File: config.mk
export PLATFORM = sky130hd
export DESIGN_NAME = instr_encoder
export DESIGN_NICKNAME = d
export VERILOG_FILES = /design/src/rtl/instr_encoder_pkg.sv /design/src/rtl/instr_pack.sv /design/src/rtl/instr_encoder.sv
export SDC_FILE = /design/constraint.sdc
export NUM_CORES = 1
export LEC_CHECK = 0
export ABC_AREA = 0
export BUFFER_PORTS_ARGS = -buffer_cell sky130_fd_sc_hd__buf_4
export CAP_MARGIN = 0
export CELL_PAD_IN_SITES_DETAIL_PLACEMENT = 1
export CELL_PAD_IN_SITES_GLOBAL_PLACEMENT = 1
export CORE_UTILIZATION = 36
export CTS_CLUSTER_SIZE = 25
export DETAILED_ROUTE_END_ITERATION = 7
export PLACE_DENSITY = 0.76
export REMOVE_ABC_BUFFERS = 1
export SYNTH_ARGS = -nofsm -noshare
export SYNTH_HDL_FRONTEND = slang
export SYNTH_HIERARCHICAL = 1
export SYNTH_SLANG_ARGS = --single-unit
export TNS_END_PERCENT = 20
File: constraint.sdc
create_clock -name clk -period 2 [get_ports clk]
set_input_delay 0.4 -clock clk [delete_from_list [all_inputs] [get_ports clk]]
set_output_delay 0.4 -clock clk [all_outputs]
set_load 0.05 [all_outputs]
File: src/rtl/instr_encoder_pkg.sv
// Shared instruction-format definitions: field widths, group/operator codes,
// low-bit format tags, encoder FSM states and the decoded-field payload.
package instr_encoder_pkg;

    localparam int unsigned GROUP_W = 4;
    localparam int unsigned OP_W    = 4;
    localparam int unsigned REG_W   = 4;
    localparam int unsigned VAL_W   = 8;
    localparam int unsigned OFF_W   = 9;
    localparam int unsigned WORD_W  = 16;
    localparam int unsigned BYTE_W  = 8;

    // Instruction group codes (same numbering the decoder uses)
    localparam logic [GROUP_W-1:0] GROUP_MATH_CONSTANT = 4'd0;
    localparam logic [GROUP_W-1:0] GROUP_BRANCH_JUMPS  = 4'd1;
    localparam logic [GROUP_W-1:0] GROUP_MATH_REG      = 4'd2;
    localparam logic [GROUP_W-1:0] GROUP_MATH_EREG     = 4'd3;
    localparam logic [GROUP_W-1:0] GROUP_SINGLE_REG    = 4'd4;
    localparam logic [GROUP_W-1:0] GROUP_STACK         = 4'd5;
    localparam logic [GROUP_W-1:0] GROUP_REG_MEMORY    = 4'd6;
    localparam logic [GROUP_W-1:0] GROUP_EXTENDED      = 4'd7;
    localparam logic [GROUP_W-1:0] GROUP_OTHERS        = 4'd8;
    localparam logic [GROUP_W-1:0] GROUP_RETURN        = 4'd9;

    // Low-bit format tags shared with the decoder
    localparam logic [2:0] TAG_BRANCH  = 3'b011;
    localparam logic [3:0] TAG_REG     = 4'b0111;
    localparam logic [4:0] TAG_EREG    = 5'b01111;
    localparam logic [5:0] TAG_SINGLE  = 6'b011111;
    localparam logic [6:0] TAG_REGMEM  = 7'b0111111;
    localparam logic [7:0] TAG_EXT     = 8'h7F;
    localparam logic [7:0] TAG_OTHERS  = 8'hFF;

    typedef enum logic [1:0] {
        ST_IDLE  = 2'd0,
        ST_WR_LO = 2'd1,
        ST_WR_HI = 2'd2
    } enc_state_e;

    typedef struct packed {
        logic [GROUP_W-1:0] group;
        logic [OP_W-1:0]    op;
        logic [REG_W-1:0]   rg1;
        logic [REG_W-1:0]   rg2;
        logic [VAL_W-1:0]   val;
        logic [OFF_W-1:0]   offset;
    } instr_fields_t;

endpackage

File: src/rtl/instr_pack.sv
// Combinational field packer: decoded fields -> 16-bit instruction word + legality.
module instr_pack
    import instr_encoder_pkg::*;
(
    input  instr_fields_t       i_fields,
    output logic [WORD_W-1:0]   o_word,
    output logic                o_legal
);

    // Select the word layout by group and flag field sets the decoder cannot represent
    always_comb begin
        o_word  = '0;
        o_legal = 1'b1;
        case (i_fields.group)
            GROUP_MATH_CONSTANT: begin
                o_word  = {i_fields.val, i_fields.rg1, i_fields.op};
                o_legal = (i_fields.op[0] == 1'b0) || (i_fields.op[1:0] == 2'b01);
            end
            GROUP_BRANCH_JUMPS: begin
                o_word = {i_fields.offset, i_fields.op, TAG_BRANCH};
            end
            GROUP_MATH_REG: begin
                o_word = {i_fields.rg2, i_fields.rg1, i_fields.op, TAG_REG};
            end
            GROUP_MATH_EREG: begin
                o_word  = {3'b000, i_fields.rg2[1:0], i_fields.rg1[1:0], i_fields.op, TAG_EREG};
                o_legal = (i_fields.rg1[3:2] == 2'b00) && (i_fields.rg2[3:2] == 2'b00);
            end
            GROUP_SINGLE_REG, GROUP_STACK: begin
                o_word = {2'b00, i_fields.rg1, i_fields.op, TAG_SINGLE};
            end
            GROUP_REG_MEMORY: begin
                o_word  = {i_fields.rg2[1:0], i_fields.rg1, i_fields.op[2:0], TAG_REGMEM};
                o_legal = (i_fields.op[3] == 1'b0) && (i_fields.rg2[3:2] == 2'b00);
            end
            GROUP_EXTENDED: begin
                o_word = {4'h0, i_fields.op, TAG_EXT};
            end
            GROUP_OTHERS, GROUP_RETURN: begin
                o_word = {4'h0, i_fields.op, TAG_OTHERS};
            end
            default: begin
                o_word  = '0;
                o_legal = 1'b0;
            end
        endcase
    end

endmodule

File: src/rtl/instr_encoder.sv
// Instruction encoder: accepts decoded fields, packs them and writes the word
// little-endian into program memory at an auto-incrementing byte pointer.
module instr_encoder
    import instr_encoder_pkg::*;
#(
    parameter int unsigned ADDR_W = 16
) (
    input  logic                clk,
    input  logic                rst_n,
    input  logic                in_valid,
    output logic                in_ready,
    input  logic [GROUP_W-1:0]  group,
    input  logic [OP_W-1:0]     operator,
    input  logic [REG_W-1:0]    rg1,
    input  logic [REG_W-1:0]    rg2,
    input  logic [VAL_W-1:0]    val,
    input  logic [OFF_W-1:0]    offset,
    input  logic                addr_load,
    input  logic [ADDR_W-1:0]   addr_in,
    output logic [ADDR_W-1:0]   mem_addr,
    output logic [BYTE_W-1:0]   mem_data,
    output logic                mem_wr,
    input  logic                mem_ack,
    output logic                err,
    output logic                busy,
    output logic [WORD_W-1:0]   last_word
);

    localparam logic [ADDR_W-1:0] PTR_ONE = ADDR_W'(1);
    localparam logic [ADDR_W-1:0] PTR_TWO = ADDR_W'(2);

    enc_state_e           r_state;
    logic [ADDR_W-1:0]    r_ptr;
    logic [ADDR_W-1:0]    r_addr;
    logic [BYTE_W-1:0]    r_data;
    logic                 r_wr;
    logic                 r_err;
    logic [WORD_W-1:0]    r_last;

    instr_fields_t        w_fields;
    logic [WORD_W-1:0]    w_word;
    logic                 w_legal;

    assign w_fields = '{group: group, op: operator, rg1: rg1, rg2: rg2,
                        val: val, offset: offset};

    instr_pack u_pack (
        .i_fields (w_fields),
        .o_word   (w_word),
        .o_legal  (w_legal)
    );

    assign in_ready  = (r_state == ST_IDLE) && !addr_load;
    assign busy      = (r_state != ST_IDLE);
    assign mem_addr  = r_addr;
    assign mem_data  = r_data;
    assign mem_wr    = r_wr;
    assign err       = r_err;
    assign last_word = r_last;

    // Accept / write-low / write-high sequencer with pointer and bus outputs
    always_ff @(posedge clk or negedge rst_n) begin
        if (!rst_n) begin
            r_state <= ST_IDLE;
            r_ptr   <= '0;
            r_addr  <= '0;
            r_data  <= '0;
            r_wr    <= 1'b0;
            r_err   <= 1'b0;
            r_last  <= '0;
        end else begin
            r_err <= 1'b0;
            case (r_state)
                ST_IDLE: begin
                    if (addr_load) begin
                        r_ptr <= addr_in;
                    end else if (in_valid) begin
                        if (w_legal) begin
                            r_last  <= w_word;
                            r_addr  <= r_ptr;
                            r_data  <= w_word[7:0];
                            r_wr    <= 1'b1;
                            r_state <= ST_WR_LO;
                        end else begin
                            r_err <= 1'b1;
                        end
                    end
                end
                ST_WR_LO: begin
                    if (mem_ack) begin
                        r_addr  <= r_ptr + PTR_ONE;
                        r_data  <= r_last[15:8];
                        r_state <= ST_WR_HI;
                    end
                end
                ST_WR_HI: begin
                    if (mem_ack) begin
                        r_ptr   <= r_ptr + PTR_TWO;
                        r_wr    <= 1'b0;
                        r_state <= ST_IDLE;
                    end
                end
                default: begin
                    r_wr    <= 1'b0;
                    r_state <= ST_IDLE;
                end
            endcase
        end
    end

endmodule

==> results of run 1 <==
[worst max-delay path, stage by stage]
cell and delay [ns]:
buf_6 0.09, or2_4 0.25, nor4_4 0.21, a31oi_1 0.08, o31ai_2 0.29, nand4bb_1 0.23, a21oi_4 0.22, buf_12 0.17
buf_12 0.15, nor2_1 0.06, a21oi_1 0.13
[final timing paths]
kind | cells past startpoint | end | from | slack, ns
worst min register to register | 1 | last_word[4] | last_word[4] | 0.52
worst min-delay path | 2 | r_ptr[0] | addr_in[0] | 0.28
max in group asynchronous | 3 | last_word[15] | rst_n | 0.94
worst max-delay path | 11 | mem_addr[1] | group[3] | -0.007
worst max register to register | 5 | r_ptr[14] | r_ptr[8] | 0.13
min in group asynchronous | 2 | r_state[1] | rst_n | 0.52
[flip-flops by register name, summed over array words and instances, names as in the netlist]
name / count
err: 1
last_word: 16
mem_wr: 1
mem_data: 8
r_state: 2
mem_addr: 16
r_ptr: 16
[timing repair]
item,CTS,global route
resized for setup,0,22
hold endpoints to repair,27,0
hold buffers,1,0
buffers inserted,2,3
pin swaps,3,4
endpoints found under the setup margin,11,26
cloned,0,4
[metrics by stage]
stage	worst slack, ns	instances	setup TNS (ns)	power [mW]
2_1_floorplan	-1.44	398	-40.43	4.16
3_3_place_gp	-0.320	685	-9.57	5.47
3_5_place_dp	-0.418	685	-11.63	5.58
4_1_cts	0.0128	704	0	6.91
5_1_grt	-0.0976	711	-1.31	7.37
6_report	-0.00683	711	-0.00683	7.05
[layout make-up]
class                           count  area (sq um)
Multi-Input combinational cell    326          2170
Timing Repair Buffer              161          1370
Inverter                           12          45.0
Clock buffer                        9           124
Sequential cell                    60          1500
Clock inverter                      7          98.8
Tap cell                          136           170
Fill cell                        1208          4850
[kinds of logic (layout without fill, tap and decap cells)]
group / after synthesis / in the layout
buffers and inverters: 48 / 189
flip-flops: 60 / 60
AND/OR/NAND/NOR: 138 / 138
multiplexers: 33 / 33
XOR/XNOR: 13 / 13
AO/OA/AOI/OAI: 140 / 140
adder cells (fa/ha/maj): 2 / 2
[per-layer routing]
metal	track usage, %	share of wire [%]
met4	9.56	2.1
met5	0	0
met2	44.1	50
met1	32.7	44
met3	4.87	4.0
[where the power goes]
group          internal, mW  total, mW  switching [mW]
sequential             1.66       2.06           0.401
combinational          1.32       3.70            2.37
clock                 0.708       1.30           0.590
[cells in the mapped netlist (all sizes together) (2+ instances only)]
library cell / n
nand3b: 2
nor3: 8
a31oi: 7
or4: 2
a221o: 3
a211o: 2
nor2: 45
o22ai: 14
o2111ai: 2
mux2i: 15
nor4: 6
xnor2: 11
nand3: 10
buf: 22
nand4: 6
a21oi: 58
nand2: 28
or3: 6
nand2b: 3
or2: 5
dfrtp: 60
o31ai: 2
xor2: 2
a2bb2oi: 8
inv: 12
a22oi: 10
and3: 3
o21a: 3
ha: 2
o32ai: 2
clkbuf: 14
o21ai: 19
nor2b: 7
o221ai: 2
mux2: 18
==> impl_metrics.yaml, run 1 <==
status:
  outcome: "complete, but fails checks"
  violations: "setup timing"
floorplanning:
  initial_core_util_pct: 37.0
  ios: 98
  num_rows: 37
  die_w_um: 105
  die_area_sq_mm: 0.0110
  core_area_sq_mm: 0.0103
  fp.dieH_um: 105
critical_path:
  endpoint_kind: "flip-flop"
  crit_fanout: 7
  crit_arrival_ns: 2.29
  start_kind: "input pin"
  crit_type: "input pin to flip-flop"
  required_ns: 2.28
synthesis:
  muxShareOfSynthArea_pct: 9.23
  synthCells: 434
  synth_xor_area_share_pct: 2.98
  synth_area_sq_mm: 0.00382
  yosys.area_share.simple_pct: 18.5
  synth-compound-area-share_pct: 23.1
  seq_area_frac_synth_pct: 39.3
  yosys.area.top_type: "dfrtp_1"
  ys.warnings.count: 6
  synth_cell_types: 61
  synth_seq_cells: 60
  postSynth.asyncResetShare_pct: 100
  synth_edf_count: 0
  yosys-top-cells-area: "dfrtp_1 (39%), a21oi_1 (7.6%), mux2_2 (5.3%)"
  yosysTopAreaCellShare_pct: 39.3
  avgSynthCellArea_sq_um: 8.81
  synth_adder_area_share_pct: 0.655
  synth_top_family_by_area: "compound AO/OA/AOI/OAI gates"
  synth_ff_type: "dfrtp_1"
placement:
  dpl_cell_area_sq_mm: 0.00501
  portBuffers: 97
  gp_congestion: 0.890
  hpwl_mm: 10.3
cells_and_area:
  area_growth_pct: 43.2
  finalNetCount: 626
  layout_common_cells: "buf_4 (147), dfrtp_1 (60), a21oi_1 (52)"
  n_antenna_cell: 0
  final_common_cell: "buf_4"
  stdcell_area_sq_mm: 0.00548
  fin_util_pct: 53.0
  drive_gt1_share_pct: 39.1
global_routing:
  grt_max_degree: 34
  grt_pass1_vias: 4194
  grt_pass1_wl_mm: 22.1
  grt_usage_pct: 25.9
  grt_overflow: 0
  antenna_found_initial: 0
clock_network:
  cts.sinks: 60
  h-tree-depth: 3
  cts.path.max_buffers: 2
  cts_tree: "done"
  cts_root_buf: "clkbuf_8"
  cts_made_buffers: 9
  clk_pin_slew_ns: 0.08
  clkLatencyLatePin_ns: 0.36
timing:
  post-route-min-period_ns: 2.01
  worst_slew_pin_slew_ns: 0.518
  timing.hold.ws_ns: 0.277
  finalCritPeriodShare_pct: 100
  layout_setup_ws_ns: -0.00683
  rsz0062_at_grt: "true"
  final-hold-violation-count: 0
  finalSetupViolCount: 1
  slew_viol_final: 0
  skew_ns: 0.0140
  max_clock_freq_mhz: 498
  max_slew_margin_pct: 65.2
routing:
  vias: 3979
  wl_mm: 14.5
  drt_iter0_drc: 229
  wire_per_inst_um: 20.4
  route.detailed.drc: 0
  firstDrtPassIters: 4
  ant_nets: 0
  viasPerCell: 5.60
run:
  cap_violations: 0
pwr:
  leakage_nw: 2.42
  power.density_mw_per_mm2: 1290
  ir_worst_vdd_v: 0.000765
worst_hold_path:
  hp-class: "input pin to flip-flop"
No activity file was read; power rests on OpenSTA's default activity.
==> run 2, diff against run 1 <==
- CORE_ASPECT_RATIO: default -> 1.2
==> run 2 against run 1 <==
The flow still finishes with violations (setup timing). Via count fell by 2.2%. Combinational power down 5%. Clock skew shrank 0.0070 ns. Final area down 1.3%. Clock power grew 22%. First-iteration DRC count shrank 43%. Cell count is 2.8% lower. Worst hold slack got worse by 0.14 ns. Sequential share of layout area grew 0.37 points. Global-route usage is 2.1 points lower.
==> impl_metrics.yaml, run 2 (same netlist as run 1, synthesis figures left out) <==
timing:
  layout_setup_ws_ns: -0.130
  max_clock_freq_mhz: 470
  finalCritPeriodShare_pct: 106
  worst_slew_pin_slew_ns: 0.796
  post-route-min-period_ns: 2.13
  slew_viol_final: 0
  skew_ns: 0.00698
  finalSetupViolCount: 24
  final-hold-violation-count: 0
  max_slew_margin_pct: 46.9
  fin_tns_setup_ns: -2.30
  rsz0062_at_grt: "true"
clock_network:
  cts_root_buf: "clkbuf_16"
  cts_tree: "done"
  cts.path.max_buffers: 2
  cts_made_buffers: 9
  clk_pin_slew_ns: 0.05
  hold_buffers: 0
  cts.sinks: 60
  h-tree-depth: 3
  clkLatencyLatePin_ns: 0.33
worst_hold_path:
  hp-class: "input pin to asynchronous set/reset pin"
global_routing:
  grt_overflow: 0
  grt_max_degree: 61
  grt_usage_pct: 23.8
  antenna_found_initial: 0
  grt_pass1_vias: 3916
  grt_pass1_wl_mm: 19.9
routing:
  route.detailed.drc: 0
  vias: 3892
  wire_per_inst_um: 19.0
  viasPerCell: 5.63
  ant_nets: 0
  firstDrtPassIters: 4
  wl_mm: 13.1
  drt_iter0_drc: 131
run:
  cap_violations: 0
cells_and_area:
  n_antenna_cell: 0
  stdcell_area_sq_mm: 0.00541
  drive_gt1_share_pct: 36.6
  finalNonFillerCells: 691
  area_growth_pct: 41.4
  fillers: 1197
  layout_common_cells: "buf_4 (138), dfrtp_1 (59), a21oi_1 (56)"
  final_common_cell: "buf_4"
  finalNetCount: 616
placement:
  dp_slack_ns: -0.373
  dpl_cell_area_sq_mm: 0.00495
  portBuffers: 97
  hpwl_mm: 9.58
  dp_cells: 669
  gp_congestion: 0.892
floorplanning:
  initial_core_util_pct: 37.6
  core_area_sq_mm: 0.0102
  die_w_um: 96.1
  ios: 98
  num_rows: 40
  fp.dieH_um: 115
  die_area_sq_mm: 0.0110
critical_path:
  endpoint_kind: "flip-flop"
  crit_type: "input pin to flip-flop"
  crit_arrival_ns: 2.38
  start_kind: "input pin"
  crit_fanout: 7
  required_ns: 2.25
pwr:
  p_total_mw: 7.14
  power.density_mw_per_mm2: 1320
  ir_worst_vdd_v: 0.000570
  leakage_nw: 2.40
status:
  violations: "setup timing"
  outcome: "complete, but fails checks"
==> run 2: worst max-delay path, stage by stage <==
cell and delay (ns):
buf_6 0.09, or2_4 0.25, nor4_4 0.20, a31oi_1 0.07, o31ai_2 0.35, nand4bb_1 0.28
a21oi_4 0.25, buf_12 0.17, buf_12 0.13, nor2_1 0.04, a21oi_1 0.14
==> run 2: layout make-up <==
cell class | instances | area (sq um) | area share (%)
clock buffers | 12 | 256 | 4.74
clock inverters | 4 | 47.5 | 0.879
inverters | 12 | 45.0 | 0.833
multi-input cells | 326 | 2120 | 39.2
flip-flops and latches | 60 | 1500 | 27.8
well taps | 126 | 158 | 2.92
repair buffers | 151 | 1280 | 23.6
==> run 2: worst paths after layout <==
| path | start | endpoint | slack [ns] | cells after the start |
|---|---|---|---|---|
| worst min register to register | last_word[2] | last_word[2] | 0.51 | 1 |
| worst min-delay path | rst_n | mem_addr[13] | 0.14 | 1 |
| worst max register to register | r_ptr[9] | mem_addr[15] | 0.12 | 4 |
| min in group clk | addr_in[0] | r_ptr[0] | 0.31 | 2 |
| worst max-delay path | group[3] | mem_data[0] | -0.13 | 11 |
| max in group asynchronous | rst_n | r_state[1] | 1.29 | 1 |
==> run 2: metal layers <==
metal	wire [um]	global-route usage, %	vias up
met5	0	0	-
met3	667	4.83	19
met2	7010	44.1	132
met1	5230	27.0	1902
li1	-	-	1839
met4	219	7.16	0
==> run 2: per-stage QoR <==
stage                     hold slack, ns  utilization, %
after floorplan                    0.104               -
after global placement             0.490            48.7
after detailed placement           0.498            48.7
after CTS                          0.185            51.8
after global routing               0.224            53.2
final                              0.139            53.2
==> run 2: what timing repair did <==
item	4_1_cts	5_1_grt
pin swaps	2	4
cloned	0	4
buffers inserted	0	2
resized for setup	2	8
setup endpoints to repair	13	30
==> run 2: where the power goes <==
part	internal (mW)	total, mW	leakage, nW	switching [mW]
clock	1.03	1.58	0.149	0.554
sequential	1.66	2.05	0.687	0.390
combinational	1.26	3.51	1.56	2.25
total	3.95	7.14	2.40	3.19
